File: src/rtl/lfsr_pkg.sv
// Shared types, feedback helper and maximal-length tap masks for the PRBS
// generator/checker slice.
package lfsr_pkg;

    typedef enum logic {
        HUNT,
        LOCK
    } chk_state_t;

    localparam logic [1:0]  LFSR_TAPS_2  = 2'h3;
    localparam logic [2:0]  LFSR_TAPS_3  = 3'h5;
    localparam logic [3:0]  LFSR_TAPS_4  = 4'h9;
    localparam logic [7:0]  LFSR_TAPS_8  = 8'h1D;
    localparam logic [15:0] LFSR_TAPS_16 = 16'h002D;

    // Callers zero-extend to 32 bits so one function serves every width.
    function automatic logic lfsr_fb(input logic [31:0] state, input logic [31:0] taps);
        return ^(state & taps);
    endfunction

endpackage

File: src/rtl/lfsr_prbs_if.sv
// Generator and checker signal bundle; master drives stimulus, slave is the
// PRBS block.
interface lfsr_prbs_if #(
    parameter int unsigned WIDTH = 16,
    parameter int unsigned ERRW  = 16
);
    logic             load;
    logic [WIDTH-1:0] seed;
    logic             gen_en;
    logic [WIDTH-1:0] gen_state;
    logic             gen_bit;
    logic             chk_valid;
    logic             chk_bit;
    logic             err_clr;
    logic             chk_lock;
    logic             chk_err;
    logic [ERRW-1:0]  err_cnt;

    modport master (
        output load, seed, gen_en, chk_valid, chk_bit, err_clr,
        input  gen_state, gen_bit, chk_lock, chk_err, err_cnt
    );

    modport slave (
        input  load, seed, gen_en, chk_valid, chk_bit, err_clr,
        output gen_state, gen_bit, chk_lock, chk_err, err_cnt
    );

endinterface

File: src/rtl/lfsr_core.sv
// Fibonacci LFSR register: seed load with zero-seed protection, step enable.
module lfsr_core
    import lfsr_pkg::*;
#(
    parameter int unsigned      WIDTH = 16,
    parameter logic [WIDTH-1:0] TAPS  = LFSR_TAPS_16
) (
    input  logic             clk,
    input  logic             rst,
    input  logic             load,
    input  logic [WIDTH-1:0] seed,
    input  logic             en,
    output logic [WIDTH-1:0] state
);

    always_ff @(posedge clk or negedge rst) begin
        if (!rst) begin
            state <= '1;
        end else if (load) begin
            state <= (seed == '0) ? '1 : seed;
        end else if (en) begin
            state <= {lfsr_fb(32'(state), 32'(TAPS)), state[WIDTH-1:1]};
        end
    end

endmodule

File: src/rtl/lfsr_prbs.sv
// PRBS generator plus self-synchronising checker: HUNT fills and verifies the
// reference register, LOCK free-runs on its own prediction and counts errors.
module lfsr_prbs
    import lfsr_pkg::*;
#(
    parameter int unsigned      WIDTH    = 16,
    parameter logic [WIDTH-1:0] TAPS     = LFSR_TAPS_16,
    parameter int unsigned      SYNC_CNT = 8,
    parameter int unsigned      LOSS_CNT = 4,
    parameter int unsigned      ERRW     = 16
) (
    input logic        clk,
    input logic        rst,
    lfsr_prbs_if.slave bus
);

    localparam int unsigned     FW       = $clog2(WIDTH + 1);
    localparam logic [FW-1:0]   FILL_MAX = FW'(WIDTH);

    chk_state_t       state_q, state_d;
    logic [WIDTH-1:0] chk_reg, chk_reg_d;
    logic [FW-1:0]    fill, fill_d;
    logic [7:0]       match, match_d;
    logic [7:0]       miss, miss_d;
    logic [ERRW-1:0]  err_cnt_q, err_cnt_d;
    logic             chk_err_q;
    logic             exp_bit;
    logic             mismatch;
    logic             err_hit;

    lfsr_core #(
        .WIDTH (WIDTH),
        .TAPS  (TAPS)
    ) u_gen (
        .clk   (clk),
        .rst   (rst),
        .load  (bus.load),
        .seed  (bus.seed),
        .en    (bus.gen_en),
        .state (bus.gen_state)
    );

    assign bus.gen_bit  = bus.gen_state[0];
    assign bus.chk_lock = (state_q == LOCK);
    assign bus.chk_err  = chk_err_q;
    assign bus.err_cnt  = err_cnt_q;

    always_ff @(posedge clk or negedge rst) begin
        if (!rst) begin
            state_q   <= HUNT;
            chk_reg   <= '0;
            fill      <= '0;
            match     <= '0;
            miss      <= '0;
            err_cnt_q <= '0;
            chk_err_q <= 1'b0;
        end else begin
            state_q   <= state_d;
            chk_reg   <= chk_reg_d;
            fill      <= fill_d;
            match     <= match_d;
            miss      <= miss_d;
            err_cnt_q <= err_cnt_d;
            chk_err_q <= err_hit;
        end
    end

    always_comb begin
        exp_bit   = lfsr_fb(32'(chk_reg), 32'(TAPS));
        mismatch  = (bus.chk_bit != exp_bit);
        state_d   = state_q;
        chk_reg_d = chk_reg;
        fill_d    = fill;
        match_d   = match;
        miss_d    = miss;
        err_hit   = 1'b0;

        if (bus.chk_valid) begin
            case (state_q)
                HUNT: begin
                    chk_reg_d = {bus.chk_bit, chk_reg[WIDTH-1:1]};
                    if (fill != FILL_MAX) begin
                        fill_d = fill + FW'(1);
                    end else if (mismatch) begin
                        match_d = '0;
                    end else if (match + 8'd1 == 8'(SYNC_CNT)) begin
                        match_d = '0;
                        state_d = LOCK;
                    end else begin
                        match_d = match + 8'd1;
                    end
                end
                LOCK: begin
                    // Reference advances on its own prediction, never on the received bit.
                    chk_reg_d = {exp_bit, chk_reg[WIDTH-1:1]};
                    if (mismatch) begin
                        err_hit = 1'b1;
                        if (miss + 8'd1 == 8'(LOSS_CNT)) begin
                            state_d = HUNT;
                            fill_d  = '0;
                            match_d = '0;
                            miss_d  = '0;
                        end else begin
                            miss_d = miss + 8'd1;
                        end
                    end else begin
                        miss_d = '0;
                    end
                end
                default: state_d = HUNT;
            endcase
        end

        if (bus.err_clr) begin
            err_cnt_d = err_hit ? ERRW'(1) : '0;
        end else if (err_hit && (err_cnt_q != '1)) begin
            err_cnt_d = err_cnt_q + ERRW'(1);
        end else begin
            err_cnt_d = err_cnt_q;
        end
    end

endmodule

File: src/flat_wrapper.sv
// flat-port wrapper written by rule: the top's interface ports become plain ports
module lfsr_prbs_flat import lfsr_pkg::*;
#(
    parameter int unsigned      WIDTH    = 16,
    parameter logic [WIDTH-1:0] TAPS     = LFSR_TAPS_16,
    parameter int unsigned      SYNC_CNT = 8,
    parameter int unsigned      LOSS_CNT = 4,
    parameter int unsigned      ERRW     = 16
)
  (clk, rst, bus_load, bus_seed, bus_gen_en, bus_chk_valid, bus_chk_bit, bus_err_clr, bus_gen_state, bus_gen_bit, bus_chk_lock, bus_chk_err, bus_err_cnt);
  lfsr_prbs_if #(.WIDTH(WIDTH), .ERRW(ERRW)) bus_i ();
  input logic clk;
  input logic rst;
  input wire logic [$bits(bus_i.load)-1:0] bus_load;
  input wire logic [$bits(bus_i.seed)-1:0] bus_seed;
  input wire logic [$bits(bus_i.gen_en)-1:0] bus_gen_en;
  input wire logic [$bits(bus_i.chk_valid)-1:0] bus_chk_valid;
  input wire logic [$bits(bus_i.chk_bit)-1:0] bus_chk_bit;
  input wire logic [$bits(bus_i.err_clr)-1:0] bus_err_clr;
  output wire logic [$bits(bus_i.gen_state)-1:0] bus_gen_state;
  output wire logic [$bits(bus_i.gen_bit)-1:0] bus_gen_bit;
  output wire logic [$bits(bus_i.chk_lock)-1:0] bus_chk_lock;
  output wire logic [$bits(bus_i.chk_err)-1:0] bus_chk_err;
  output wire logic [$bits(bus_i.err_cnt)-1:0] bus_err_cnt;
  assign bus_i.load = bus_load;
  assign bus_i.seed = bus_seed;
  assign bus_i.gen_en = bus_gen_en;
  assign bus_i.chk_valid = bus_chk_valid;
  assign bus_i.chk_bit = bus_chk_bit;
  assign bus_i.err_clr = bus_err_clr;
  assign bus_gen_state = bus_i.gen_state;
  assign bus_gen_bit = bus_i.gen_bit;
  assign bus_chk_lock = bus_i.chk_lock;
  assign bus_chk_err = bus_i.chk_err;
  assign bus_err_cnt = bus_i.err_cnt;
  lfsr_prbs #(.WIDTH(WIDTH), .TAPS(TAPS), .SYNC_CNT(SYNC_CNT), .LOSS_CNT(LOSS_CNT), .ERRW(ERRW)) u_core (.clk(clk), .rst(rst), .bus(bus_i));
endmodule
File: config.mk
export PLATFORM = sky130hd
export DESIGN_NAME = lfsr_prbs_flat
export DESIGN_NICKNAME = d
export VERILOG_FILES = /design/src/rtl/lfsr_pkg.sv /design/src/rtl/lfsr_prbs_if.sv /design/src/rtl/lfsr_core.sv /design/src/rtl/lfsr_prbs.sv /design/src/flat_wrapper.sv
export SDC_FILE = /design/constraint.sdc
export NUM_CORES = 1
export LEC_CHECK = 0
export ABC_AREA = 1
export CAP_MARGIN = 20
export CORE_MARGIN = 10
export CORE_UTILIZATION = 45
export CTS_CLUSTER_DIAMETER = 120
export DETAILED_ROUTE_END_ITERATION = 12
export PLACE_DENSITY_LB_ADDON = 0.25
export SLEW_MARGIN = 20
export SYNTH_ARGS = -nofsm -noshare
export SYNTH_HDL_FRONTEND = slang
export SYNTH_HIERARCHICAL = 1
export SYNTH_SLANG_ARGS = --single-unit
File: constraint.sdc
create_clock -name clk -period 1.45 [get_ports clk]
set_input_delay 0.145 -clock clk [delete_from_list [all_inputs] [get_ports clk]]
set_output_delay 0.145 -clock clk [all_outputs]
set_load 0.1 [all_outputs]
[Word level (Yosys, flattened, before mapping)]
Cells that the tools add are included.
Operators by class
  $add $sub $neg: 4
  eq/ne operators: 9
  multiplexer cells: 28
  bitwise logic cells: 1
  reductions and logical operators: 9
Operator list (count)
  16-bit two-way mux: 5
  32-bit XOR reduction: 2
  8-bit two-way mux: 7
  16-bit case mux with 2 select lines: 1
  16-bit by 1-bit adder with 16-bit output (second input constant): 1
  8-bit by 1-bit adder with 8-bit output (second input constant): 2
  16-bit zero test: 1
  16-bit inequality test (second input constant): 1
  8-bit case mux with 2 select lines: 1
  5-bit two-way mux: 3
  5-bit case mux with 2 select lines: 1
  1-bit two-way mux: 9
  8-bit by 3-bit equality test with 1-bit output (second input constant): 1
  8-bit by 4-bit equality test with 1-bit output (second input constant): 1
  4-bit AND reduction: 2
  2-bit inequality test (second input constant): 3
  5-bit by 1-bit adder with 5-bit output (second input constant): 1
  5-bit inequality test (second input constant): 1
  2-bit nonzero test: 2
  2-bit by 1-bit inequality test with 1-bit output (second input constant): 1
  1-bit case mux with 2 select lines: 1
  2-bit AND reduction: 1
  1-bit logical AND: 1
  1-bit inequality test: 1
  1-bit NOT: 1
Storage, ports and cells
  register bits after elaboration: 71
  bits of input ports: 23
  output and inout port bits: 35
  logic and storage cells: 59

[Depth between registers and ports, before layout]
Gate-level depths: netlist of run 1.
  depth after elaboration: 8
  mapped depth: 15
  mapped depth without buffers: 14

[Cells and area by module]
Netlist of run 1, hierarchy kept.
Modules (own cells, without submodules)
  lfsr_prbs: times used 1, cells each 443, area each 3191.8 µm², sequential area each 1376.3 µm²
  lfsr_core: times used 1, cells each 151, area each 1002.2 µm², sequential area each 420.4 µm²

[Worst setup path before layout of run 1]
Ideal clock, no wire load.
  path type: register to register
  start: register u_core.err_cnt_q[0], in the netlist u_core/bus.err_cnt[0]
  end: register u_core.err_cnt_q[14], in the netlist u_core/bus.err_cnt[14]
  library setup time: 0.120 ns
  data arrival time: 2.105 ns
  required time: 1.330 ns
  path slack: -0.775 ns
  stages on the path, launching flop included: 10
  path buffers: 0
  period minus slack after synthesis: 2.225 ns
  cells stage by stage: dfrtp_1 > ha_1 > nand2_1 > inv_1 > nand2_1 > nor2_1 > nand4_1 > xnor2_1 > nand4_1 > nand2_1
Between the ends
  word-level cells in the longest chain between the ends: 3
  elaborated cells between the ends (all ways): 6
  those cells by class: add/sub (1); eq/ne (1); mux (2); reduce/logical (2)
Ends and longest elaborated chain
  start: declaration: RTL line lfsr_prbs.sv:25  | logic [ERRW-1:0] err_cnt_q, err_cnt_d;
  start signal: assignment: RTL line lfsr_prbs.sv:63  | err_cnt_q <= err_cnt_d;
  16-bit by 1-bit adder with 16-bit output / 16-bit inequality test (equally long branches): RTL line lfsr_prbs.sv:117, lfsr_prbs.sv:116
  16-bit two-way mux / 1-bit logical AND (equally long branches): RTL line lfsr_prbs.sv:116  | end else if (err_hit && (err_cnt_q != '1)) begin
  16-bit two-way mux / 2-bit nonzero test (equally long branches)
Several ways; a longest one is shown, not always the timed one. The select of a mux whose other input is x is not followed.
A chain may end at the register's enable or synchronous reset.

[Worst setup path in the final report of run 1]
  start: register u_core.miss[1]
  end: register u_core.miss[2]
Between the ends
  word-level cells in the longest chain between the ends: 4
Ends and longest elaborated chain
  start: declaration: RTL line lfsr_prbs.sv:24  | logic [7:0] miss, miss_d;
  start signal: assignment: RTL line lfsr_prbs.sv:62  | miss <= miss_d;
  8-bit by 1-bit adder with 8-bit output (*): RTL line lfsr_prbs.sv:98, lfsr_prbs.sv:104
  8-bit by 3-bit equality test with 1-bit output: RTL line lfsr_prbs.sv:98  | if (miss + 8'd1 == 8'(LOSS_CNT)) begin
  8-bit two-way mux (*): RTL line lfsr_prbs.sv:98
  8-bit two-way mux (*): RTL line lfsr_prbs.sv:96  | if (mismatch) begin
Mark *: on every way between the ends. The rest lies on a longest branch, timed or not.

==> results of run 1 <==
## metal layers
metal	wire length, microns	up-vias	GRT usage [%]
li1	-	2131	-
met1	5200	2084	22.1
met2	6030	185	29.3
met3	954	26	4.42
met4	189	0	5.85
met5	0	-	0
## repair_timing
| item | in CTS | in global routing |
|---|---|---|
| gates cloned | 4 | 0 |
| gates resized for setup | 40 | 72 |
| setup endpoints to repair | 36 | 39 |
| hold buffers | 1 | 0 |
| setup buffers | 7 | 3 |
| hold endpoints to repair | 17 | 0 |
| pin swaps | 12 | 24 |
## worst min path at each step
stage          start                  to  slack [ns]  cells after the start
3_3_place_gp     rst  u_core/bus.chk_err        0.14                      1
3_5_place_dp     rst  u_core/bus.chk_err        0.13                      1
5_1_grt          rst  u_core/bus.chk_err        0.33                      2
2_1_floorplan    rst  u_core/bus.chk_err       -0.15                      0
6_report         rst  u_core/bus.chk_err        0.31                      2
4_1_cts          rst  u_core/bus.chk_err        0.32                      2
## worst max-delay path, delay by kind of cell (launching register included)
kind | cells | cell delay [ns]
AO/OA/AOI/OAI | 2 | 0.40
buffers and inverters | 2 | 0.25
flip-flops | 1 | 0.41
AND/OR/NAND/NOR | 6 | 0.50
## cell usage in the layout (no fill, tap or decap), types with 9 or more instances in the layout
cell	netlist	layout
nand3_1	62	54
dfrtp_4	0	11
xor2_1	11	11
buf_4	3	69
dfstp_2	16	16
inv_1	60	53
nand2_1	237	190
o21ai_0	14	10
nor2_2	4	16
nand3_2	3	11
nand2_4	2	9
dfrtp_1	55	35
buf_12	0	36
clkbuf_8	0	9
clkdlybuf4s50_1	0	21
nand2_2	4	43
nor2_1	61	46
dfrtp_2	0	9
## layout make-up
type                            instances  area (sq um)
Tap cell                              111           139
Clock buffer                            9           124
Inverter                               64           253
Fill cell                             705          2750
Sequential cell                        71          1850
Timing Repair Buffer                  134          1550
Clock inverter                          7          55.1
Multi-Input combinational cell        445          2430
## logic make-up after synthesis
| family | count (synthesis) |
|---|---|
| compound gates | 29 |
| xor+xnor | 15 |
| fa+ha+maj | 6 |
| buf+inv | 81 |
| flops | 71 |
| simple gates | 392 |
## per-stage QoR
stage	setup slack [ns]	utilization (%)	hold slack, ns	std cells
floorplan	-0.286	-	-0.151	594
global placement	-0.137	62.6	0.137	812
detailed placement	-0.244	62.6	0.134	812
CTS	-0.193	67.5	0.320	839
global route	-0.361	69.9	0.330	841
finish	-0.219	69.9	0.314	841
## where the power goes
part / internal [mW] / total [mW] / leakage [nW] / switching, mW
Clock: 0.631 / 1.43 / 0.0745 / 0.802
Combinational: 0.649 / 1.64 / 2.17 / 0.991
Sequential: 2.20 / 2.36 / 0.846 / 0.162
Total: 3.48 / 5.43 / 3.09 / 1.96
## synthesized netlist by cell type
master	number	area (sq um)
nand2_1	237	890
nand3_1	62	310
nor2_1	61	229
inv_1	60	225
dfrtp_1	55	1380
dfstp_2	16	420
o21ai_0	14	70.1
xor2_1	11	96.3
a21oi_1	8	40.0
nand4_1	7	43.8
buf_2	6	30.0
ha_1	6	75.1
nor3_1	5	25.0
nand2_2	4	25.0
nor2_2	4	25.0
o22ai_1	4	25.0
xnor2_1	4	35.0
buf_4	3	22.5
buf_6	3	33.8
clkbuf_1	3	11.3
nand3_2	3	30.0
a22oi_1	2	15.0
clkinv_1	2	7.51
nand2_4	2	22.5
and2_1	1	6.26
buf_1	1	3.75
clkbuf_4	1	7.51
clkinv_4	1	8.76
inv_2	1	3.75
nand2_8	1	20.0
nand3_4	1	17.5
nor2_4	1	11.3
nor3_2	1	10.0
nor3b_1	1	7.51
nor4_1	1	6.26
o21bai_1	1	7.51
==> metrics.md, run 1 <==
| Metric | Value |
|---|---|
| First-pass GRT wire length | around 20 mm |
| RR Startpoint | u_core/miss[1] |
| H-tree depth | 3 |
| Vias in the first global route | approximately 4300 |
| Final Setup Violations | 35 |
| Design Area, Final | 6400 sq um |
| Initial antenna violation count | 0 |
| Post-synthesis xor/xnor area fraction | under 10% |
| Largest family of logic cells by synthesized area | simple AND/OR/NAND/NOR gates |
| Unrepaired setup endpoints after global routing | true |
| Worst-Margin Slew | ~0.56 ns |
| Residual overflow from global routing | 0 |
| Num rows | 35 |
| Final-stage net count | 754 |
| Syn Area/Cell | ~7.1 sq um |
| DP Wirelength | between 8 and 9 mm |
| # IOs | between 50 and 60 |
| CP peak stage delay | a little over 0.4 ns |
| Fin Clk Skew | 0.00859 ns |
| Port-buffer cells | between 50 and 60 |
| Worst path cell trace | buf_4 > nand2_2 > o21ai_0 > nand2_1 > nand2_1 > nor2_4 > nand2_2 > buf_4 > nand2_2 > o21ai_1 |
| Critical path type | flip-flop to flip-flop |
| Clk root buf | clkbuf_8 |
| Fmax | between 500 and 600 MHz |
| Routed len/inst | around 15 microns |
| CP most frequent cell | nand2_2 |
| Count of pins over their slew limit | 0 |
| Largest net degree at the start of global routing | 42 |
| Crit end category | flip-flop |
| R2r setup slk | -0.22 ns |
| Reg2reg path depth | 10 |
| Minimum clock period | 1.67 ns |
| Adder-cell area share of the yosys netlist | 1.79% |
| Slowest library cell on the worst path | dfrtp_2 |
| Final hold vios | 0 |
| CTS tree | done |
| Vias/cell | between 5 and 6 |
| Cell area power density | between 800 and 900 nW/um^2 |
| Worst Setup EP | u_core/miss[2] |
| Cells after Synth | 594 |
| Die Width | 117 microns |
| DR iter-0 viols | between 300 and 400 |
| Critical path arrival | 1.92 ns |
| Status | finished, violations left |
| Clk_lat worst skew | around 0.34 ns |
| YS warnings | 6 |
| Clock Path Buffers | 2 |
| Worst Path Max Fanout | 3 |
| WL final | ~12 mm |
| Period utilization | 115% |
| Max_slew headroom | between 60 and 70% |
| Mux contribution to synthesized area | 0% |
| Ant diodes | 0 |
| Clock transition at the registers of the reported paths | around 0.080 ns |
| Maximum vdd drop | approximately 520 uV |
| Setup Total Neg Slack | -5.24 ns |
| FF-to-FF End | u_core/miss[2] |
| Post-Synth Simple-Gate Area | between 40% and 50% |
| Post-synth cell types | 36 |
| DRC Markers | 0 |
| Inserted Clock Buffers | 9 |
| Flops & latches, synth | just over 70 |
| Syn Nets | 623 |
| Die height | 117 microns |
| Total power | ~5.4 mW |
| Origin of the worst setup path | u_core/miss[1] |
| Placeable Area | slightly above 9000 sq um |
| Share of cells above drive strength 1 | 37.4% |
| Synth Area in Compound Gates | roughly 3.8% |
| Post-synthesis sequential area ratio | 42.8% |
| Final worst setup slack | -0.219 ns |
| GPL Wtd Cong | roughly 0.90 |
| Initial Util | between 40% and 50% |
| Vias | about 4400 |
| Cell area after synthesis | 4190 sq um |
| Leak | around 3 nW |
| Worst min-delay path class | input pin to asynchronous set/reset pin |
| Global-route usage over all layers | 17.7% |
| Antenna-violating nets left | 0 |
| Post-Place Cell Area | between 5000 and 6000 sq um |
| Max-cap check violation count | 0 |
| Die area | 13600 sq um |
| Startpoint types | flip-flop |
| Area growth from synthesis to layout | 52.6% |
| Failing checks | negative setup slack |
| CP required | 1.70 ns |
| First-pass iteration count of the detailed router | 5 |
| Clock sinks | between 70 and 80 |
Power figures use the tool's default switching activity.
==> run 2, diff against run 1 <==
--- a/config.mk
+++ b/config.mk
@@ -6,6 +6,7 @@
 export NUM_CORES = 1
 export LEC_CHECK = 0
 export ABC_AREA = 1
+export ABC_CLOCK_PERIOD_IN_PS = 1450
 export CAP_MARGIN = 20
 export CORE_MARGIN = 10
 export CORE_UTILIZATION = 45
==> results of run 2 <==
No change in the layout: final DEF, timing and power equal those of run 1.
